## config.mk

```make
export PLATFORM = sky130hd
export DESIGN_NAME = vpu_dst_port
export DESIGN_NICKNAME = d
export VERILOG_FILES = /design/src/rtl/vpu_dst_port.sv
export SDC_FILE = /design/constraint.sdc
export NUM_CORES = 1
export LEC_CHECK = 0
export CAP_MARGIN = 5
export CORE_MARGIN = 3
export CORE_UTILIZATION = 45
export CTS_BUF_LIST = sky130_fd_sc_hd__clkbuf_8
export DETAILED_ROUTE_END_ITERATION = 8
export PLACE_DENSITY = 0.72
export SKIP_LAST_GASP = 1
export SLEW_MARGIN = 40
export SYNTH_ARGS = -nofsm -noshare
export SYNTH_HDL_FRONTEND = slang
export SYNTH_SLANG_ARGS = --single-unit
```

## constraint.sdc

```tcl
create_clock -name clk -period 6.04 [get_ports clk]
set_input_delay 1.208 -clock clk [delete_from_list [all_inputs] [get_ports clk]]
set_output_delay 1.208 -clock clk [all_outputs]
set_load 0.02 [all_outputs]
```

## src/rtl/vpu_dst_port.sv

```systemverilog
// rtl/vpu_dst_port.sv - buffers FP unit results in a small FIFO and writes them to consecutive SRAM addresses
module vpu_dst_port #(
  parameter int DATA_W     = 16,
  parameter int ADDR_W     = 8,
  parameter int FIFO_DEPTH = 4
) (
  input  logic              clk,
  input  logic              rst,
  input  logic              start_i,
  input  logic [ADDR_W-1:0] dst_addr_i,
  input  logic [ADDR_W-1:0] elem_cnt_i,
  input  logic [DATA_W-1:0] result_i,
  input  logic              result_valid_i,
  input  logic              sram_wready_i,
  output logic              sram_we_o,
  output logic [ADDR_W-1:0] sram_waddr_o,
  output logic [DATA_W-1:0] sram_wdata_o,
  output logic              busy_o,
  output logic              done_o,
  output logic              overflow_o
);

  localparam int PTR_W = $clog2(FIFO_DEPTH);

  localparam logic [1:0] S_IDLE = 2'd0;
  localparam logic [1:0] S_RUN  = 2'd1;
  localparam logic [1:0] S_FIN  = 2'd2;

  localparam logic [PTR_W:0]  PTR_ONE  = {{PTR_W{1'b0}}, 1'b1};
  localparam logic [ADDR_W-1:0] ADDR_ONE = {{(ADDR_W-1){1'b0}}, 1'b1};

  logic [1:0]        state;
  logic [DATA_W-1:0] mem [FIFO_DEPTH];
  logic [PTR_W:0]    wr_ptr;
  logic [PTR_W:0]    rd_ptr;
  logic [ADDR_W-1:0] addr;
  logic [ADDR_W-1:0] remaining;
  logic              overflow;

  logic fifo_empty;
  logic fifo_full;
  logic pop;
  logic push;
  logic drop;

  // Extra pointer bit distinguishes full from empty when the index bits match.
  assign fifo_empty = (wr_ptr == rd_ptr);
  assign fifo_full  = (wr_ptr[PTR_W] != rd_ptr[PTR_W]) &&
                      (wr_ptr[PTR_W-1:0] == rd_ptr[PTR_W-1:0]);

  assign sram_we_o    = (state == S_RUN) && !fifo_empty;
  assign sram_waddr_o = addr;
  assign sram_wdata_o = mem[rd_ptr[PTR_W-1:0]];
  assign busy_o       = (state == S_RUN);
  assign done_o       = (state == S_FIN);
  assign overflow_o   = overflow;

  // A pop frees a slot in the same cycle, so a push at full still fits.
  assign pop  = sram_we_o && sram_wready_i;
  assign push = (state == S_RUN) && result_valid_i && (!fifo_full || pop);
  assign drop = result_valid_i && !push;

  always_ff @(posedge clk) begin
    if (rst) begin
      state     <= S_IDLE;
      wr_ptr    <= '0;
      rd_ptr    <= '0;
      addr      <= '0;
      remaining <= '0;
      overflow  <= 1'b0;
      for (int i = 0; i < FIFO_DEPTH; i++) begin
        mem[i] <= '0;
      end
    end else begin
      if (push) begin
        mem[wr_ptr[PTR_W-1:0]] <= result_i;
        wr_ptr                 <= wr_ptr + PTR_ONE;
      end
      if (pop) begin
        rd_ptr    <= rd_ptr + PTR_ONE;
        addr      <= addr + ADDR_ONE;
        remaining <= remaining - ADDR_ONE;
      end

      case (state)
        S_IDLE: begin
          if (start_i) begin
            overflow <= 1'b0;
            if (elem_cnt_i != '0) begin
              addr      <= dst_addr_i;
              remaining <= elem_cnt_i;
              state     <= S_RUN;
            end else begin
              state <= S_FIN;
            end
          end
        end
        S_RUN: begin
          if (pop && remaining == ADDR_ONE) begin
            state <= S_FIN;
          end
        end
        S_FIN: begin
          // Leftover results past the element count are discarded here.
          state  <= S_IDLE;
          wr_ptr <= '0;
          rd_ptr <= '0;
        end
        default: state <= S_IDLE;
      endcase

      if (drop) begin
        overflow <= 1'b1;
      end
    end
  end

endmodule
```

==> flow_metrics.tcl, run 1 <==
set metrics [dict create \
    setup_viol 0 \
    path_class "reg2out" \
    drtPass1Iterations 4 \
    drive_above_1_share_pct 12.29 \
    pwr-share-seq_pct 56.9 \
    cts-root-buf "clkbuf_8" \
    synth_area_per_cell_um2 12.88 \
    fill_cells 776 \
    synthCells 340 \
    routed_wirelength_mm 9.207 \
    cts.sinks 91 \
    core_area_um2 9328 \
    holdWs_ns 0.5239 \
    grt_remaining_overflow 0 \
    ys_seq_area_share_pct 56.24 \
    dieArea_um2 10950 \
    register_area_um2 2465 \
    post-cts-setup-buffers 0 \
    tns_ns 0 \
    vias_per_cell 5.515 \
    pwr-share-clk_pct 29.8 \
    via_count 2956 \
    fin_crit_sh_pct 59.32 \
    numPortBuffers 64 \
    grt_max_degree 18 \
    max_freq_mhz 279.1 \
    dieHeight_um 104.6 \
    area_delta_synth_final_pct 21.26 \
    skew_ns 0.006288 \
    yosys.cell_types.count 55 \
    first_global_vias 3015 \
    total_power_mw 1.259 \
    antenna_left 0 \
    holdCritPathClass "reg2reg" \
    syn-cell-area_um2 4378 \
    power_switching_mw 0.3302 \
    gp_congestion 0.8434 \
    p_int_mw 0.9283 \
    clkLatencyLatePin_ns 0.35 \
    antenna_found_initial 0 \
    multi_input_area_um2 1797 \
    clk_pin_slew_worst_paths_ns 0.09 \
    initial_core_util_pct 46.93 \
    die_w_um 104.6 \
    arrival_ns 2.37 \
    synthArstFlopShare_pct 0 \
    p_leak_nw 1.908 \
    drc 0 \
    avgRoutedWirePerCell_um 17.18 \
    cts_resized 0 \
    rsz0062_at_grt "no" \
    final_nets 445 \
    crit_required_ns 4.83 \
    synth-edff-count 64 \
    grt_pass1_wl_mm 15.40 \
    maxCapViolCount 0 \
    synth-seq-cells 91 \
    cts_buffers 9 \
    hpwl_mm 6.434 \
    min_period_ns 3.583 \
    io_pins 65 \
    cp_max_fo 7 \
    cp-end-kind "primary output" \
    ir_drop_mv 0.1140 \
    htree_levels 3 \
    slew_headroom_pct 44.41 \
    fin_util_pct 56.91 \
    antenna_cells 0 \
    synth_ff_type "edfxtp_1" \
    syn_nets 382 \
    rows 35 \
    drv_slew 0 \
    ys_warn_count 0 \
    status "finished clean" \
    combPwrFrac_pct 13.3 \
    clockBufferDepth 2 \
    hold_buffers 0 \
    gr-usage-all-layers_pct 17.73 \
    tritoncts "done" \
    drt_iter0_markers 132 \
    hold_viol 0 \
    power_density_nw_per_um2 237.1 \
    netSwitchingFraction_pct 26.24 \
    worst_pin_slew_ns 0.8312 \
    cp-start-kind "flip-flop" \
]
-- sequential cells by signal (all words and copies together), names as in the netlist, named ones only --
name,cells
mem,64
remaining,8
sram_waddr_o,8
rd_ptr,3
wr_ptr,3
state,2
overflow_o,1
-- worst max-delay path, cell delays in order (launching register included) --
cell             delay (ns)
dfxtp_1                0.52
xnor2_1                0.27
a31oi_1                0.52
clkdlybuf4s50_1        0.71
-- stage by stage --
stage | setup WS, ns | instance area [µm²] | cells
4_1_cts | 2.478 | 5301 | 536
3_3_place_gp | 2.306 | 5126 | 521
2_1_floorplan | 2.748 | 4378 | 340
5_1_grt | 2.319 | 5309 | 536
3_5_place_dp | 2.214 | 5127 | 521
6_report | 2.457 | 5309 | 536
-- cell usage in the layout, fill, tap and decap left out, types with 3 or more instances in the layout --
master,count
or2_2,3
o211ai_1,3
or3_1,4
buf_4,4
nand2b_1,3
nand2_1,11
nand3_1,7
and4_1,4
edfxtp_1,64
and3_1,4
xor2_1,5
xnor2_1,5
nor3_1,4
clkbuf_8,9
mux4_2,16
clkdlybuf4s50_1,64
a22o_1,6
mux2i_1,3
dfxtp_1,25
nand4b_1,3
inv_1,11
nand4_1,5
a311oi_1,3
nor2_1,18
nand3b_1,3
and2_1,65
a21oi_1,4
ha_1,5
-- power groups by stage --
stage	logic (mW)	registers (mW)	clock network, mW
2_1_floorplan	0.0893	0.730	0
3_3_place_gp	0.165	0.730	0
3_5_place_dp	0.167	0.731	0
4_1_cts	0.168	0.717	0.385
5_1_grt	0.182	0.722	0.409
6_report	0.167	0.716	0.375
-- routing by layer --
metal / routed length, µm / vias up / track usage (%)
met5: 0 / - / 0
met4: 99 / 0 / 5.061
met3: 516 / 8 / 3.830
met2: 4750 / 102 / 30.77
met1: 3841 / 1442 / 22.40
li1: - / 1404 / -
-- cell type report --
type	instances	share of cell area (%)
Multi-Input combinational cell	222	33.84
Sequential cell	91	46.43
Clock inverter	6	0.9427
Timing Repair Buffer	68	12.63
Clock buffer	9	2.333
Inverter	11	0.7778
Tap cell	129	3.040
-- Yosys cell counts, drive strengths merged, types with 4 or more instances --
cell type	n	area share [%]
clkbuf	9	0.77
or3	4	0.57
a22o	6	1.2
nand4	5	0.71
nor2	19	1.8
xor2	5	1.0
xnor2	5	1.0
and3	4	0.57
buf	7	1.1
and2	65	9.3
nor3	5	0.83
ha	5	1.4
a21oi	4	0.46
inv	11	0.94
dfxtp	27	12
edfxtp	64	44
nand3	7	0.80
mux4	16	8.2
and4	4	0.80
nand2	11	0.94
o21ai	4	0.46
-- cells by family after synthesis --
| group | count (synthesis) | share of synthesized area [%] |
|---|---|---|
| XOR/XNOR | 10 | 2.000 |
| AO/OA/AOI/OAI | 38 | 6.860 |
| multiplexers | 20 | 9.174 |
| buffers and inverters | 27 | 2.858 |
| AND/OR/NAND/NOR | 149 | 21.43 |
| flip-flops | 91 | 56.24 |
| adder cells (fa/ha/maj) | 5 | 1.429 |
-- path summary, 6_finish.rpt --
path | endpoint | slack (ns) | start | cells past startpoint
max | sram_we_o | 2.46 | wr_ptr[0] | 3
min | remaining[7] | 0.52 | remaining[7] | 2
max reg2reg | mem[0][15] | 3.24 | wr_ptr[0] | 4
min reg2reg | remaining[7] | 0.52 | remaining[7] | 2
Note: power is estimated with default switching activity, not from simulation.
==> inputs of run 2 (changes only) <==
==> constraint.sdc (replaced) <==
create_clock -name clk -period 3.3 [get_ports clk]
set_input_delay 0.66 -clock clk [delete_from_list [all_inputs] [get_ports clk]]
set_output_delay 0.66 -clock clk [all_outputs]
set_load 0.02 [all_outputs]
==> flow_metrics.tcl, run 2 (synthesized netlist as in run 1, its figures left out) <==
set metrics [dict create \
    fill_cells 768 \
    cts-root-buf "clkbuf_8" \
    fin_util_pct 57.60 \
    grt_max_degree 18 \
    critPathBufInv 1 \
    tns_ns 0 \
    numPortBuffers 64 \
    drv_slew 0 \
    skew_ns 0.01422 \
    gp_congestion 0.8849 \
    drc 0 \
    drtPass1Iterations 5 \
    vias_per_cell 5.409 \
    cts_buffers 9 \
    via_count 2948 \
    clockBufferDepth 2 \
    final_common_cell "and2_1" \
    pwr-share-seq_pct 56.4 \
    initial_core_util_pct 46.93 \
    combPwrFrac_pct 13.5 \
    power_density_nw_per_um2 431.9 \
    die_w_um 104.6 \
    cp_max_fo 7 \
    grt_remaining_overflow 0 \
    worst_pin_slew_ns 0.7023 \
    clkLatencyLatePin_ns 0.36 \
    htree_levels 3 \
    maxCapViolCount 0 \
    ir_drop_mv 0.1985 \
    dieHeight_um 104.6 \
    clk_pin_slew_worst_paths_ns 0.09 \
    cp-start-kind "flip-flop" \
    slew_headroom_pct 53.18 \
    holdCritPathClass "reg2reg" \
    antenna_left 0 \
    dp_slack_ns 0.4387 \
    worst_path_dominant_cell_family "buffers and inverters" \
    cts.sinks 91 \
    area_delta_synth_final_pct 22.72 \
    antenna_cells 0 \
    netSwitchingFraction_pct 26.28 \
    p_int_mw 1.711 \
    status "finished clean" \
    crit_required_ns 2.64 \
    arrival_ns 2.40 \
    antenna_found_initial 0 \
    dp_cells 529 \
    hold_buffers 0 \
    drt_iter0_markers 121 \
    worst_slack_ns 0.2446 \
    post-cts-setup-buffers 0 \
    tritoncts "done" \
    top_register "mem" \
    critPathMaxStageDelay_ns 0.72 \
    rsz0062_at_grt "no" \
    min_period_ns 3.055 \
    holdWs_ns 0.5137 \
    p_leak_nw 1.956 \
    layout_common_cells "65 x and2_1, 64 x clkdlybuf4s50_1, 64 x edfxtp_1, 27 x dfxtp_1, 18 x nor2_1" \
    avgRoutedWirePerCell_um 16.89 \
    drive_above_1_share_pct 13.46 \
    io_pins 65 \
    finalNonFillerCells 545 \
    crit_chain "xnor2_1 -> a31oi_1 -> clkdlybuf4s50_1" \
    hpwl_mm 6.463 \
    routed_wirelength_mm 9.203 \
    pwr-share-clk_pct 30.1 \
    fin_crit_sh_pct 92.59 \
    path_class "reg2out" \
    first_global_vias 3038 \
    gr-usage-all-layers_pct 17.69 \
    hold_viol 0 \
    largest_reg_flops 64 \
    dieArea_um2 10950 \
    core_area_um2 9328 \
    grt_pass1_wl_mm 15.26 \
    rows 35 \
    slowest_stage "clkdlybuf4s50_1" \
    cts_resized 0 \
    final_nets 453 \
    max_freq_mhz 327.3 \
    setup_viol 0 \
    cp-end-kind "primary output" \
    power_switching_mw 0.6099 \
]
run 2: cell types whose count changed in the layout (fill, tap and decap cells not counted):
cell      before  now
a31oi_2        1    0
a31oi_1        1    2
clkinv_4       2    1
clkinv_2       0    1
dfxtp_2        2    0
buf_4          4   12
clkinv_8       0    1
dfxtp_1       25   27
run 2: cell type report:
cell class / instances / area (µm²) / share of cell area, %
clock inverter: 7 / 62.56 / 1.164
timing repair buffer: 76 / 730.7 / 13.60
clock buffer: 9 / 123.9 / 2.306
sequential: 91 / 2462 / 45.83
tap: 129 / 161.4 / 3.004
inverter: 11 / 41.29 / 0.7685
multi-input combinational: 222 / 1790 / 33.33
run 2: worst paths after layout:
check                    start           end  slack (ns)  cells past startpoint
setup / recovery     wr_ptr[0]     sram_we_o        0.24                      3
hold / removal    remaining[7]  remaining[7]        0.51                      2
setup reg to reg     wr_ptr[0]    mem[1][15]        0.90                      4
hold reg to reg   remaining[7]  remaining[7]        0.51                      2
run 2: power by group through the flow:
stage | registers [mW] | clock network (mW) | logic (mW)
after floorplan | 1.34 | 0 | 0.163
after global placement | 1.33 | 0 | 0.310
after detailed placement | 1.34 | 0 | 0.315
after CTS | 1.31 | 0.718 | 0.316
after global routing | 1.32 | 0.771 | 0.340
final | 1.31 | 0.698 | 0.314
run 2: through the flow:
step / power [mW] / area, µm²
after floorplan: 1.499 / 4378
after global placement: 1.643 / 5186
after detailed placement: 1.650 / 5186
after CTS: 2.343 / 5373
after global routing: 2.428 / 5373
final: 2.321 / 5373
run 2: worst register-to-register path, delay by kind of cell, from the launching register on:
kind	cells	cell delay (ns)
AO/OA/AOI/OAI	1	0.65
flip-flops	1	0.41
AND/OR/NAND/NOR	2	0.56
XOR/XNOR	1	0.48
run 2: layer usage:
metal	global-route usage, %	vias to the layer above	wire, µm
met5	0	-	0
met4	7.591	0	108
met3	3.088	9	510
met2	30.03	93	4672
met1	22.33	1427	3912
li1	-	1419	-
